[src/rtl/cop_exc_pkg.sv]
// Shared definitions for the coprocessor-0 exception block: operation codes,
// register numbers, STATUS/CAUSE bit positions, exception codes and reset
// values, plus the exception-vector selection helper.
package cop_exc_pkg;

  typedef enum logic [3:0] {
    COP_OP_NOP = 4'd0,
    COP_OP_MV  = 4'd1,
    COP_OP_SYS = 4'd2,
    COP_OP_BRK = 4'd3,
    COP_OP_RET = 4'd4,
    COP_OP_EN  = 4'd5,
    COP_OP_DIS = 4'd6
  } cop_op_e;

  localparam logic [4:0] REG_COUNT     = 5'd9;
  localparam logic [4:0] REG_COMPARE   = 5'd11;
  localparam logic [4:0] REG_STATUS    = 5'd12;
  localparam logic [4:0] REG_CAUSE     = 5'd13;
  localparam logic [4:0] REG_EPC       = 5'd14;
  localparam logic [4:0] REG_ERROR_EPC = 5'd30;

  localparam int ST_IE     = 0;
  localparam int ST_EXL    = 1;
  localparam int ST_ERL    = 2;
  localparam int ST_IM_LO  = 8;
  localparam int ST_BEV    = 22;

  localparam int CA_EXC_LO   = 2;
  localparam int CA_IP_LO    = 8;
  localparam int CA_IP_SW_LO = 8;
  localparam int CA_IP_HW_LO = 10;
  localparam int CA_TI       = 15;

  localparam logic [4:0] EXC_INT = 5'd0;
  localparam logic [4:0] EXC_SYS = 5'd8;
  localparam logic [4:0] EXC_BP  = 5'd9;

  localparam logic [31:0] STATUS_RST  = 32'h0040_0004;
  localparam logic [31:0] COMPARE_RST = 32'hFFFF_FFFF;

  // BEV selects the boot-ROM vector over the normal RAM vector.
  function automatic logic [31:0] exc_vector(input logic [31:0] status,
                                             input logic [31:0] boot_entry,
                                             input logic [31:0] exc_entry);
    return status[ST_BEV] ? boot_entry : exc_entry;
  endfunction

endpackage

[src/rtl/cop_exc_timer.sv]
// cop_timer: free-running COUNT with COMPARE match detection.
// Only instantiated when COP_TIMER_EN is defined.
// Ports:
//   clk_i, rst_i        clock, synchronous active-high reset
//   wr_count_i          mtc0 to COUNT this cycle (load instead of increment)
//   wr_compare_i        mtc0 to COMPARE this cycle (also clears pending)
//   wdata_i             write data
//   count_o, compare_o  current register values
//   pend_o              sticky timer interrupt pending (CAUSE[15])
module cop_timer
  import cop_exc_pkg::*;
(
  input  logic        clk_i,
  input  logic        rst_i,
  input  logic        wr_count_i,
  input  logic        wr_compare_i,
  input  logic [31:0] wdata_i,
  output logic [31:0] count_o,
  output logic [31:0] compare_o,
  output logic        pend_o
);

  logic [31:0] count_q, count_d;
  logic [31:0] compare_q, compare_d;
  logic        pend_q, pend_d;

  always_comb begin
    count_d   = wr_count_i ? wdata_i : count_q + 32'd1;
    compare_d = wr_compare_i ? wdata_i : compare_q;
    // Sticky once matched; only a COMPARE write acknowledges it.
    pend_d    = wr_compare_i ? 1'b0 : (pend_q | (count_q == compare_q));
  end

  always_ff @(posedge clk_i) begin
    if (rst_i) begin
      count_q   <= '0;
      compare_q <= COMPARE_RST;
      pend_q    <= 1'b0;
    end else begin
      count_q   <= count_d;
      compare_q <= compare_d;
      pend_q    <= pend_d;
    end
  end

  assign count_o   = count_q;
  assign compare_o = compare_q;
  assign pend_o    = pend_q;

endmodule

[src/rtl/cop_exc.sv]
// cop_exc: coprocessor-0 register file and exception/interrupt sequencer.
// Handles mfc0/mtc0 access, syscall/break entry, interrupt entry, exception
// return and interrupt enable/disable, issuing a one-cycle fetch redirect.
// Optional feature macro: COP_TIMER_EN (COUNT increments every cycle and
// raises CAUSE[15] on COUNT==COMPARE; otherwise COUNT/COMPARE are plain
// registers and the timer pending bit is 0).
// Ports:
//   clk, rst                  clock, synchronous active-high reset
//   reg_num, reg_sel          register select (reg_sel ignored)
//   in_data, reg_rd, reg_wr   mtc0 data and read/write qualifiers
//   cop_op, next_pc           operation code, return address for EPC
//   irq                       level-sensitive interrupt requests
//   out_data                  mfc0 read data (combinational)
//   redirect, redirect_pc     fetch-redirect pulse and target
//   irq_taken                 pulse accompanying an interrupt redirect
module cop_exc
  import cop_exc_pkg::*;
#(
  parameter int unsigned NUM_IRQ    = 6,
  parameter logic [31:0] EXC_ENTRY  = 32'h8000_0180,
  parameter logic [31:0] BOOT_ENTRY = 32'hBFC0_0380
) (
  input  logic               clk,
  input  logic               rst,
  input  logic [4:0]         reg_num,
  input  logic [2:0]         reg_sel,
  input  logic [31:0]        in_data,
  input  logic               reg_rd,
  input  logic               reg_wr,
  input  logic [3:0]         cop_op,
  input  logic [31:0]        next_pc,
  input  logic [NUM_IRQ-1:0] irq,
  output logic [31:0]        out_data,
  output logic               redirect,
  output logic [31:0]        redirect_pc,
  output logic               irq_taken
);

  logic [31:0]        status_q, status_d;
  logic [4:0]         exc_q, exc_d;
  logic [1:0]         ip_sw_q, ip_sw_d;
  logic [NUM_IRQ-1:0] ip_hw_q;
  logic [31:0]        epc_q, epc_d;
  logic [31:0]        eepc_q, eepc_d;
  logic               redir_q, redir_d;
  logic [31:0]        rpc_q, rpc_d;
  logic               irqt_q, irqt_d;

  logic [31:0] count_val, compare_val, cause_val, vec, rd_val;
  logic        tmr_pend, is_mtc0, wr_count, wr_compare, int_req;

  logic unused_sel;
  assign unused_sel = ^reg_sel;

  assign is_mtc0    = (cop_op == COP_OP_MV) && reg_wr && !reg_rd;
  assign wr_count   = is_mtc0 && (reg_num == REG_COUNT);
  assign wr_compare = is_mtc0 && (reg_num == REG_COMPARE);

`ifdef COP_TIMER_EN
  cop_timer u_timer (
    .clk_i        (clk),
    .rst_i        (rst),
    .wr_count_i   (wr_count),
    .wr_compare_i (wr_compare),
    .wdata_i      (in_data),
    .count_o      (count_val),
    .compare_o    (compare_val),
    .pend_o       (tmr_pend)
  );
`else
  logic [31:0] count_q, compare_q;

  always_ff @(posedge clk) begin
    if (rst) begin
      count_q   <= '0;
      compare_q <= COMPARE_RST;
    end else begin
      if (wr_count)   count_q   <= in_data;
      if (wr_compare) compare_q <= in_data;
    end
  end

  assign count_val   = count_q;
  assign compare_val = compare_q;
  assign tmr_pend    = 1'b0;
`endif

  // CAUSE is assembled from its live fields; the timer bit shares IP7.
  always_comb begin
    cause_val = '0;
    cause_val[CA_EXC_LO +: 5]       = exc_q;
    cause_val[CA_IP_SW_LO +: 2]     = ip_sw_q;
    cause_val[CA_IP_HW_LO +: NUM_IRQ] = ip_hw_q;
    cause_val[CA_TI]                = cause_val[CA_TI] | tmr_pend;
  end

  assign vec = exc_vector(status_q, BOOT_ENTRY, EXC_ENTRY);

  // Interrupt decision always uses the pre-edge STATUS/CAUSE.
  assign int_req = status_q[ST_IE] && !status_q[ST_EXL] && !status_q[ST_ERL] &&
                   ((cause_val[CA_IP_LO +: 8] & status_q[ST_IM_LO +: 8]) != 8'h00);

  always_comb begin
    case (reg_num)
      REG_COUNT:     rd_val = count_val;
      REG_COMPARE:   rd_val = compare_val;
      REG_STATUS:    rd_val = status_q;
      REG_CAUSE:     rd_val = cause_val;
      REG_EPC:       rd_val = epc_q;
      REG_ERROR_EPC: rd_val = eepc_q;
      default:       rd_val = '0;
    endcase
    out_data = '0;
    if (cop_op == COP_OP_MV && reg_rd) begin
      out_data = rd_val;
    end else if (cop_op == COP_OP_EN || cop_op == COP_OP_DIS) begin
      out_data = status_q;
    end
  end

  always_comb begin
    status_d = status_q;
    exc_d    = exc_q;
    ip_sw_d  = ip_sw_q;
    epc_d    = epc_q;
    eepc_d   = eepc_q;
    redir_d  = 1'b0;
    rpc_d    = rpc_q;
    irqt_d   = 1'b0;

    if (is_mtc0) begin
      case (reg_num)
        REG_STATUS:    status_d = in_data;
        REG_CAUSE:     ip_sw_d  = in_data[CA_IP_SW_LO +: 2];
        REG_EPC:       epc_d    = in_data;
        REG_ERROR_EPC: eepc_d   = in_data;
        default:       ;
      endcase
    end

    case (cop_op)
      COP_OP_SYS, COP_OP_BRK: begin
        exc_d = (cop_op == COP_OP_SYS) ? EXC_SYS : EXC_BP;
        // A nested exception keeps the original return address.
        if (!status_q[ST_EXL]) epc_d = next_pc;
        status_d[ST_EXL] = 1'b1;
        redir_d = 1'b1;
        rpc_d   = vec;
      end
      COP_OP_RET: begin
        redir_d = 1'b1;
        if (status_q[ST_ERL]) begin
          rpc_d = eepc_q;
          status_d[ST_ERL] = 1'b0;
        end else begin
          rpc_d = epc_q;
          status_d[ST_EXL] = 1'b0;
        end
      end
      COP_OP_EN:  status_d[ST_IE] = 1'b1;
      COP_OP_DIS: status_d[ST_IE] = 1'b0;
      COP_OP_NOP: begin
        if (int_req) begin
          epc_d   = next_pc;
          exc_d   = EXC_INT;
          status_d[ST_EXL] = 1'b1;
          redir_d = 1'b1;
          rpc_d   = vec;
          irqt_d  = 1'b1;
        end
      end
      default: ;
    endcase
  end

  always_ff @(posedge clk) begin
    if (rst) begin
      status_q <= STATUS_RST;
      exc_q    <= '0;
      ip_sw_q  <= '0;
      ip_hw_q  <= '0;
      epc_q    <= '0;
      eepc_q   <= '0;
      redir_q  <= 1'b0;
      rpc_q    <= '0;
      irqt_q   <= 1'b0;
    end else begin
      status_q <= status_d;
      exc_q    <= exc_d;
      ip_sw_q  <= ip_sw_d;
      ip_hw_q  <= irq;
      epc_q    <= epc_d;
      eepc_q   <= eepc_d;
      redir_q  <= redir_d;
      rpc_q    <= rpc_d;
      irqt_q   <= irqt_d;
    end
  end

  assign redirect    = redir_q;
  assign redirect_pc = rpc_q;
  assign irq_taken   = irqt_q;

endmodule

[config.mk]
export PLATFORM = sky130hd
export DESIGN_NAME = cop_exc
export DESIGN_NICKNAME = d
export VERILOG_FILES = /design/src/rtl/cop_exc_pkg.sv /design/src/rtl/cop_exc_timer.sv /design/src/rtl/cop_exc.sv
export SDC_FILE = /design/constraint.sdc
export NUM_CORES = 1
export LEC_CHECK = 0
export BUFFER_PORTS_ARGS = -buffer_cell sky130_fd_sc_hd__clkbuf_2
export CAP_MARGIN = 10
export CORE_UTILIZATION = 51
export CTS_CLUSTER_DIAMETER = 80
export DETAILED_ROUTE_END_ITERATION = 12
export PLACE_DENSITY_LB_ADDON = 0.08
export SLEW_MARGIN = 15
export SYNTH_ARGS = -nofsm -noshare
export SYNTH_HDL_FRONTEND = slang
export SYNTH_HIERARCHICAL = 1
export SYNTH_SLANG_ARGS = --single-unit
[constraint.sdc]
create_clock -name clk -period 1.7 [get_ports clk]
set_input_delay 0.255 -clock clk [delete_from_list [all_inputs] [get_ports clk]]
set_output_delay 0.255 -clock clk [all_outputs]
set_load 0.05 [all_outputs]
==> metrics.txt, run 1 <==
status finished with violations; failing checks setup timing; setup violators final 32; RD Place Congestion 0.842; worst skew pair latency just over 0.5 ns; Net Count, Synth around 1,200; antenna violations before repair 0; via count 8,938; Crit Path Max Fanout 15; Setup WS pre-CTS -0.305 ns; setup ws final -0.388 ns; final worst path period need 2.09 ns; Worst setup SP type primary input; most common cell after layout, fill and taps aside nand2_1; FFs w/ async S/R, synth 0%; logic gate share of total power between 7 and 8%; GRT overflow 0; CP max stage cell a222oi_1; final hold vios 0; Die Area between 15,000 and 20,000 µm²; period utilization 123%; Arrival @ worst endpoint 1.83 ns; Worst path most repeated cell buf_12; area grow syn2layout 40.5%; Layout Cell Area excl Fill 12,500 µm²; multiplexer share of the synthesized area around 7.5%; Cell Pwr Density between 800 and 900 nW/µm²; CTS tree yes; Int Power just over 0.008 W; Clk pwr share 47.1%; number of diodes 0; Max Cap Viol 0; largest net degree at the start of global routing 60; Avg Cell Area, Syn around 8.3 µm²; total clock sinks just over 200; starting density of the core 52.9%; Core ar. 16,800 µm²; post-synthesis cell area just under 9000 µm²; nets@finish ~1,400; drt first-iter violations a little over 800; first-pass GRT wire length between 40,000 and 50,000 µm; non-filler instance count after layout 1,508; Total GRT Usage roughly 33%; layout cells sized above 1 29.5%; Inserted Clock Buffers 21; post-synth cell types 48; Post-Synth Simple-Gate Area around a fifth; Routed WL 30,800 µm; largest family of logic cells by synthesized area simple AND/OR/NAND/NOR gates; Layout Utilization about 74%; Synth top area share 45.9%; most frequent cells in the layout 325 x nand2_1, 190 x dfxtp_1, 110 x clkbuf_2; dpl cell area 11,200 µm²; Root Buffer Master clkbuf_16; Peak VDD IR ~0.00074 V; Reg clk slew, reported paths around 0.060 ns; Site Rows 47; hold slack about 0.0056 ns; Main synth FF type dfxtp_1; Post-synth EDFFs 0; post-synthesis sequential area ratio 45.9%; vias in the first global route around 8,500; Yosys warning count 6; post-DR wirelength/cell 20.4 µm; Crit Path Category in -> out; IO buf count between 100 and 150; H-tree levels 1; endpoint class of the critical path primary output; Adder-Cell Fraction of Synth Area 0%; number of I/O pins between 150 and 200; compound-gate portion of the synthesized area 19.6%; Slew Limit Fails 0; Hold Crit Start next_pc[4]; skew final around 0.020 ns; drt first pass iters 7; cell taking the most area after synthesis dfxtp_1; unrepaired setup endpoints after global routing yes; DRC Markers 0; WP data required roughly 1.4 ns; Critical Path Start reg_num[3]; fill count approximately 1,300; Mapped Cells around 1,100; static leakage between 5 and 6 nW; CP Cell Sequence buf_6 > nor3b_4 > and3_4 > buf_12 > buf_16 > a222oi_1 > nand2_1 > a22o_4 > buf_12; CP max stage delay around 0.35 ns; Sequential Power Share 45.0%; Post-DRT Antenna Nets 0; top post-synthesis cells by area dfxtp_1 46%, nand2_1 14%, mux2i_1 6.4%, a21oi_1 5.3%, nand3_1 4.2%; post-synthesis xor/xnor area fraction less than 1%; post-DR vias/cell slightly below 6; Die Y ~130 µm; Sw Pwr between 0.002 and 0.0025 W; Post-DP HPWL 19,000 µm; Sw Share a little under a quarter; worst r2r src ip_hw_q[4]; Worst Hold Class in -> reg; placed cells 1,437; die boundary width roughly 130 µm; Longest Clk Path Bufs 3; measured slew at the worst slew-check pin around 0.53 ns; Seq cells post-synth 204; Rel. slew slack between 60 and 70%; fmax 479 MHz
==> synthesized netlist by cell type (4+ instances only) <==
| cell | n |
|---|---|
| a21oi_1 | 94 |
| a221oi_1 | 12 |
| a222oi_1 | 22 |
| a22o_1 | 32 |
| a22oi_1 | 24 |
| and2_1 | 4 |
| buf_2 | 35 |
| buf_4 | 16 |
| clkbuf_1 | 39 |
| dfxtp_1 | 204 |
| inv_1 | 13 |
| mux2_2 | 9 |
| mux2i_1 | 57 |
| nand2_1 | 328 |
| nand3_1 | 75 |
| nor2_1 | 11 |
| nor2b_1 | 7 |
| o22ai_1 | 33 |
| o2bb2ai_1 | 20 |
==> state kept, by name, summed over array words and instances (netlist names) <==
name         count
compare_q       32
count_q         32
eepc_q          32
epc_q           32
exc_q            2
ip_hw_q          6
ip_sw_q          2
irq_taken        1
redirect         1
redirect_pc     32
status_q        32
==> kinds of logic after synthesis <==
| kind of cell | Yosys count |
|---|---|
| buffers and inverters | 107 |
| XOR/XNOR | 1 |
| AO/OA/AOI/OAI | 250 |
| flip-flops | 204 |
| multiplexers | 66 |
| AND/OR/NAND/NOR | 447 |
==> metal layers <==
metal	GRT usage [%]	wire length, µm
met3	5.18	2830
met5	0	0
met4	11.5	602
met2	53.8	14400
met1	45.4	13000
==> timing repair <==
item,CTS,global route
setup buffers,9,7
pin swaps,19,25
resized for setup,32,32
hold buffers,14,0
endpoints found under the setup margin,66,62
hold endpoints to repair,14,0
cloned,4,1
==> layout make-up <==
class | instances | area (µm²) | area share [%]
well taps | 220 | 275 | 2.20
repair buffers | 268 | 2600 | 20.8
flip-flops and latches | 204 | 4100 | 32.8
clock inverters | 11 | 161 | 1.29
multi-input cells | 764 | 4710 | 37.7
inverters | 14 | 52.6 | 0.420
clock buffers | 27 | 608 | 4.86
==> critical path: cells and delay by family <==
| family | cells | cell delay, ns |
|---|---|---|
| compound gates | 2 | 0.59 |
| simple gates | 3 | 0.45 |
| buf+inv | 4 | 0.52 |
==> power groups by stage <==
stage                     Sequential (W)  Combinational (W)  Clock (W)
after floorplan                  0.00502           0.000307          0
final                            0.00485           0.000855    0.00508
after global routing             0.00486           0.000898    0.00528
after detailed placement         0.00496           0.000758          0
after global placement           0.00496           0.000755          0
after CTS                        0.00485           0.000825    0.00512
==> final timing paths <==
| path | end | slack [ns] | cells after the start |
|---|---|---|---|
| hold / removal | epc_q[4] | 0.006 | 3 |
| setup reg to reg | epc_q[27] | 0.06 | 7 |
| setup / recovery | out_data[4] | -0.39 | 9 |
| hold reg to reg | count_q[5] | 0.46 | 2 |
==> through the flow <==
stage                     total power [W]  TNS (ns)
final                              0.0108     -9.39
after global routing               0.0110    -11.29
after CTS                          0.0108     -8.09
after detailed placement          0.00571    -25.73
after global placement            0.00571    -22.25
after floorplan                   0.00533    -0.490
Power figures use the tool's default switching activity.
==> run 2, diff against run 1 <==
- CAP_MARGIN: 10 -> 20
- CELL_PAD_IN_SITES_DETAIL_PLACEMENT: default -> 2
- CELL_PAD_IN_SITES_GLOBAL_PLACEMENT: default -> 2
- CORE_UTILIZATION: 51 -> 31
- CTS_BUF_LIST: default -> sky130_fd_sc_hd__clkbuf_4 sky130_fd_sc_hd__clkbuf_8
==> run 2 against run 1 <==
Effect of this change:
- critical endpoint is now out_data[6]
- clock power increased by 3%
- worst setup slack worse by 0.088 ns
- the run still ends with setup timing left
- register-to-register slack lost 0.16 ns
- final cell count grew 16%
- cell area grew 15%
- worst hold slack gained 0.013 ns
- count of clock-buffer cells in the layout increased by 37
- total power grew 4.9%
- sequential share of layout area down 4.2 points
- core utilization fell by 23 points
- global-route usage shrank 4.1 points
==> metrics.txt, run 2 (synthesis results as in run 1) <==
Crit Path Category in -> out; CTS tree yes; vias in the first global route 10,400 (+23%); post-DR wirelength/cell 28.1 µm (+38%); most common cell after layout, fill and taps aside nand2_1; sum of negative setup slack -13.13 ns (-3.73 ns); area grow syn2layout 61.5%; status finished with violations; logic gate share of total power 10.8% (+2.9 points); most frequent cells in the layout 294 x nand2_1, 180 x dfxtp_1, 111 x clkbuf_2; static leakage 6.04 nW (+11%); post-DR vias/cell 5.68 (-4.1%); CP max stage delay 0.46 ns (+0.11 ns); period utilization 128% (+5.2 points); GRT overflow 0 (unchanged); Total GRT Usage 29.3% (-4.1 points); Rel. slew slack 56.9% (-8.0 points); dpl cell area 11,400 µm² (+2.3%); Worst setup SP type primary input; failing checks setup timing; Die Area 29,400 µm² (+63%); starting density of the core 31.8% (-21 points); final worst path period need 2.18 ns (+0.0884 ns); via count 9,972 (+12%); worst r2r src ip_hw_q[2]; number of I/O pins 152 (unchanged); Max Cap Viol 0 (unchanged); fmax 459 MHz (-4.1%); Die Y 171 µm (+28%); Worst Hold Class in -> reg; worst reg-to-reg path cell count 7 (unchanged); fill count 2,855 (+130%); measured slew at the worst slew-check pin 0.646 ns (+0.120 ns); final hold vios 0 (unchanged); unrepaired setup endpoints after global routing yes; worst skew pair latency 0.57 ns (+0.06 ns); Longest Clk Path Bufs 3 (unchanged); die boundary width 171 µm (+28%); RD Place Congestion 0.793 (-5.8%); skew final 0.0462 ns (+0.0257 ns); Core ar. 28,000 µm² (+67%); first-pass GRT wire length 63,900 µm (+37%); largest net degree at the start of global routing 115 (+92%); setup ws final -0.477 ns (-0.0884 ns); Hold Crit Start next_pc[8]; CP Cell Sequence buf_6 > nor3b_4 > and3b_4 > buf_6 > a222oi_1 > nand2_1 > a22o_4 > buf_12; H-tree levels 2 (+1); Sequential Power Share 43.0% (-2.0 points); layout cells sized above 1 41.1% (+12 points); endpoint class of the critical path primary output; Cell Pwr Density 787 nW/µm² (-8.7%); DRC Markers 0 (unchanged); Sw Share 27.3% (+4.1 points); Post-DRT Antenna Nets 0 (unchanged); Layout Cell Area excl Fill 14,400 µm² (+15%); IO buf count 148 (unchanged); Crit Path Max Fanout 7 (-8); antenna violations before repair 1 (+1); Clk pwr share 46.3% (-0.8 points); Int Power 0.00823 W (-0.69%); drt first pass iters 5 (-2); Worst path most repeated cell buf_6; Peak VDD IR 0.000551 V (-25%); WP data required 1.44 ns (about the same); nets@finish 1,437 (+5.7%); Site Rows 61 (+30%); drt first-iter violations 701 (-15%); Slew Limit Fails 0 (unchanged); R2R Setup Slk -0.10 ns (-0.16 ns); Critical Path Start reg_num[3]; CP max stage cell a222oi_1; setup violators final 69 (+120%); Root Buffer Master clkbuf_8; Inserted Clock Buffers 41 (+95%); Arrival @ worst endpoint 1.92 ns (+0.09 ns); total clock sinks 204 (unchanged); Sw Pwr 0.00308 W (+23%); Post-DP HPWL 25,200 µm (+33%); Routed WL 49,300 µm (+60%); hold depth 3 (unchanged); Reg clk slew, reported paths 0.05 ns (about the same)
## run 2: changes by cell type in the layout (fill, tap and decap cells not counted), moves of 24 or more
cell / delta
clkbuf_8: +44
nand3_1: -38
nand2_1: -31
dlygate4sd3_1: +27
o22ai_1: -25
nand2_2: +24
## run 2: stage by stage
stage	worst slack [ns]	cells	util [%]	power (W)	hold WS (ns)
final	-0.477	1755	51.3	0.0113	0.0182
after global routing	-0.501	1755	51.3	0.0116	0.0132
after CTS	-0.393	1736	47.1	0.0111	0.00102
after detailed placement	-0.404	1601	40.8	0.00579	0.451
after global placement	-0.371	1601	40.8	0.00578	0.442
after floorplan	-0.0261	1075	-	0.00533	0.378
## run 2: timing repair
item,CTS,global route
setup buffers,18,9
hold buffers,41,0
gates cloned,8,13
gates resized for setup,58,178
pin swaps,31,79
hold endpoints to repair,53,0
endpoints found under the setup margin,97,93
## run 2: power groups by stage
| stage | logic (W) | clock network [W] | registers (W) |
|---|---|---|---|
| 2_1_floorplan | 0.000307 | 0 | 0.00502 |
| 3_3_place_gp | 0.000818 | 0 | 0.00496 |
| 3_5_place_dp | 0.000827 | 0 | 0.00496 |
| 4_1_cts | 0.00103 | 0.00523 | 0.00486 |
| 5_1_grt | 0.00126 | 0.00551 | 0.00486 |
| 6_report | 0.00122 | 0.00524 | 0.00486 |
## run 2: cell type report
| type | instances | area [µm²] | share of cell area, % |
|---|---|---|---|
| Antenna cell | 1 | 2.50 | 0.0174 |
| Clock buffer | 64 | 787 | 5.47 |
| Clock inverter | 4 | 25.0 | 0.174 |
| Inverter | 14 | 52.6 | 0.366 |
| Multi-Input combinational cell | 764 | 5480 | 38.1 |
| Sequential cell | 204 | 4110 | 28.6 |
| Tap cell | 378 | 473 | 3.29 |
| Timing Repair Buffer | 326 | 3440 | 23.9 |
## run 2: layer usage
layer / share of wire, % / vias up / wire [µm] / track usage (%)
li1: - / 4360 / - / -
met1: 40 / 5109 / 19800 / 35.8
met2: 50 / 384 / 24700 / 51.1
met3: 5.5 / 119 / 2730 / 4.56
met4: 4.2 / 0 / 2050 / 11.8
met5: 0 / - / 0 / 0
## run 2: worst paths after layout
path,endpoint
setup / recovery,out_data[6]
hold / removal,epc_q[8]
setup reg to reg,redirect_pc[13]
hold reg to reg,count_q[20]
## run 2: critical path: cells and delay by family
kind | cells | cell delay, ns
buffers and inverters | 3 | 0.40
AOI/OAI and AO/OA | 2 | 0.72
and+or+nand+nor | 3 | 0.54
==> run 3, diff against run 2 <==
- SYNTH_HIERARCHICAL: 1 -> default
==> run 3 against run 2 <==
Effect of this change:
- total power down 4.7%
- sequential power about the same
- worst hold slack got worse by 0.0064 ns
- synthesized area did not move
- count of clock-buffer cells in the layout decreased by 5
- final cell count shrank 1.5%
- worst setup slack improved by 0.019 ns
- highest routed layer unchanged
- largest power group is now sequential cells
- the flow still finishes with violations (setup timing)
- clock skew fell by 0.015 ns
- via count fell by 1.9%
==> metrics.txt, run 3 <==
antenna violations before repair 1 (unchanged); IO buf count 148 (unchanged); failing checks setup timing; Crit Path Category in -> out; fill count 2,981 (+4.4%); period utilization 127% (-1.1 points); met2 routed WL 23,300 µm (-5.9%); Setup WS pre-CTS -0.428 ns (-0.0244 ns); endpoint class of the critical path primary output; drt first-iter violations 659 (-6.0%); skew final 0.0315 ns (-0.0147 ns); commonest cells in the synthesized netlist 328 x nand2_1, 204 x dfxtp_1, 94 x a21oi_1; Peak VDD IR 0.000462 V (-16%); Arrival @ worst endpoint 1.90 ns (-0.02 ns); final worst path period need 2.16 ns (-0.0188 ns); Longest Clk Path Bufs 3 (unchanged); worst skew pair latency 0.54 ns (-0.03 ns); non-filler instance count after layout 1,729 (-1.5%); measured slew at the worst slew-check pin 0.594 ns (-0.0520 ns); Crit Path Max Fanout 14 (+7); Synth top area share 45.9% (unchanged); DRC Markers 0 (unchanged); Total GRT Usage 28.5% (-0.74 points); cell taking the most area after synthesis dfxtp_1; most frequent cells in the layout 301 x nand2_1, 197 x dfxtp_1, 113 x clkbuf_2; Routed WL 46,200 µm (-6.3%); most common cell after layout, fill and taps aside nand2_1; nets@finish 1,417 (-1.4%); area grow syn2layout 54.9%; final hold vios 0 (unchanged); Metal-1 WL 19,600 µm (-1.2%); Slew Limit Fails 0 (unchanged); number of I/O pins 152 (unchanged); fmax 463 MHz (+0.87%); Main synth FF type dfxtp_1; sum of negative setup slack -18.98 ns (-5.85 ns); Avg Cell Area, Syn 8.28 µm² (unchanged); first-pass GRT wire length 62,700 µm (-1.7%); total clock sinks 204 (unchanged); WP data required 1.44 ns (about the same); multi-input logic area 5320 µm² (-3.1%); Inserted Clock Buffers 39 (-4.9%); Mapped Cells 1,075 (unchanged); post-synthesis sequential area ratio 45.9% (unchanged); setup ws final -0.458 ns (+0.0188 ns); RD Place Congestion 0.779 (-1.8%); Max Cap Viol 0 (unchanged); Post-DRT Antenna Nets 0 (unchanged); Register Area 4090 µm² (-0.52%); post-DR vias/cell 5.66 (-0.43%); H-tree levels 2 (unchanged); Net Count, Synth 1,161 (unchanged); GRT overflow 0 (unchanged); Worst setup SP type primary input; metal3 WL 2200 µm (-19%); unrepaired setup endpoints after global routing yes; FFs w/ async S/R, synth 0% (unchanged); CTS tree yes; Seq cells post-synth 204 (unchanged); via count 9,782 (-1.9%); Post-DP HPWL 25,400 µm (+0.87%); top post-synthesis cells by area dfxtp_1 46%, nand2_1 14%, mux2i_1 6.4%, a21oi_1 5.3%, nand3_1 4.2%; Post-synth EDFFs 0 (unchanged); Site Rows 61 (unchanged); Core ar. 28,000 µm² (unchanged); post-synth cell types 48 (unchanged); placed cells 1,601 (unchanged); Reg clk slew, reported paths 0.05 ns (about the same); die boundary width 171 µm (unchanged); Die Area 29,400 µm² (unchanged); largest net degree at the start of global routing 97 (-16%); drt first pass iters 6 (+1); Total Power 0.0108 W (-4.7%); Rel. slew slack 60.4% (+3.5 points); DR top layer met4; Worst Hold Class in -> reg; post-synthesis cell area 8900 µm² (unchanged); most common cell in the netlist nand2_1; Yosys warning count 0 (-6); Die Y 171 µm (unchanged); status finished with violations; Cell Pwr Density 782 nW/µm² (-0.60%); setup violators final 100 (+45%); static leakage 5.91 nW (-2.2%); Root Buffer Master clkbuf_8; post-DR wirelength/cell 26.7 µm (-4.9%); vias in the first global route 10,100 (-2.4%); layout cells sized above 1 37.7% (-3.4 points); starting density of the core 31.8% (unchanged)
## run 3: power breakdown
part / internal (W) / switching, W / total (W)
logic: 0.000449 / 0.000686 / 0.00114
registers: 0.00483 / 0.0000343 / 0.00486
clock network: 0.00265 / 0.00214 / 0.00479
## run 3: repair_timing
action | in CTS | in global routing
hold buffers | 30 | 1
gates resized for setup | 56 | 151
endpoints found under the setup margin | 98 | 99
pin swaps | 30 | 52
endpoints found under the hold margin | 32 | 1
buffers inserted | 14 | 14
gates cloned | 8 | 8
## run 3: logic make-up (layout without fill, tap and decap cells)
group	Yosys count	after routing	share of synthesized area [%]
AO/OA/AOI/OAI	250	251	19.6
multiplexers	66	66	7.55
other	0	1	0
buffers and inverters	107	381	5.68
XOR/XNOR	1	1	0.0984
flip-flops	204	204	45.9
AND/OR/NAND/NOR	447	447	21.2
## run 3: path summary, 6_finish.rpt
check,start,to,slack [ns],cells past startpoint
max,reg_num[3],out_data[4],-0.46,8
min,next_pc[5],epc_q[5],0.01,3
max reg2reg,ip_hw_q[2],redirect_pc[18],-0.17,8
min reg2reg,redirect_pc[10],redirect_pc[10],0.46,1
## run 3: critical path, cell delays in order
cell and delay (ns):
buf_6 0.10, nor3b_4 0.14, and3_4 0.21, buf_12 0.17, a222oi_1 0.40, nand2_1 0.20
a22o_4 0.26, buf_12 0.14
## run 3: per-layer routing
layer | track usage [%] | up-vias
li1 | - | 4314
met2 | 49.9 | 313
met4 | 7.07 | 0
met3 | 3.80 | 85
met5 | 0 | -
met1 | 36.8 | 5070
## run 3: area by class of cell
class / count / share of cell area [%]
diodes: 1 / 0.0181
clock buffers: 59 / 5.21
well taps: 378 / 3.43
clock inverters: 1 / 0.0544
repair buffers: 307 / 22.7
inverters: 14 / 0.381
multi-input cells: 765 / 38.6
flip-flops and latches: 204 / 29.7
## run 3: metrics by stage
step / cell area [µm²] / utilization (%) / hold slack [ns]
2_1_floorplan: 9240 / - / 0.378
3_3_place_gp: 11500 / 40.9 / 0.443
3_5_place_dp: 11500 / 40.9 / 0.451
4_1_cts: 13000 / 46.3 / 0.000850
5_1_grt: 13800 / 49.2 / -0.00305
6_report: 13800 / 49.2 / 0.0118
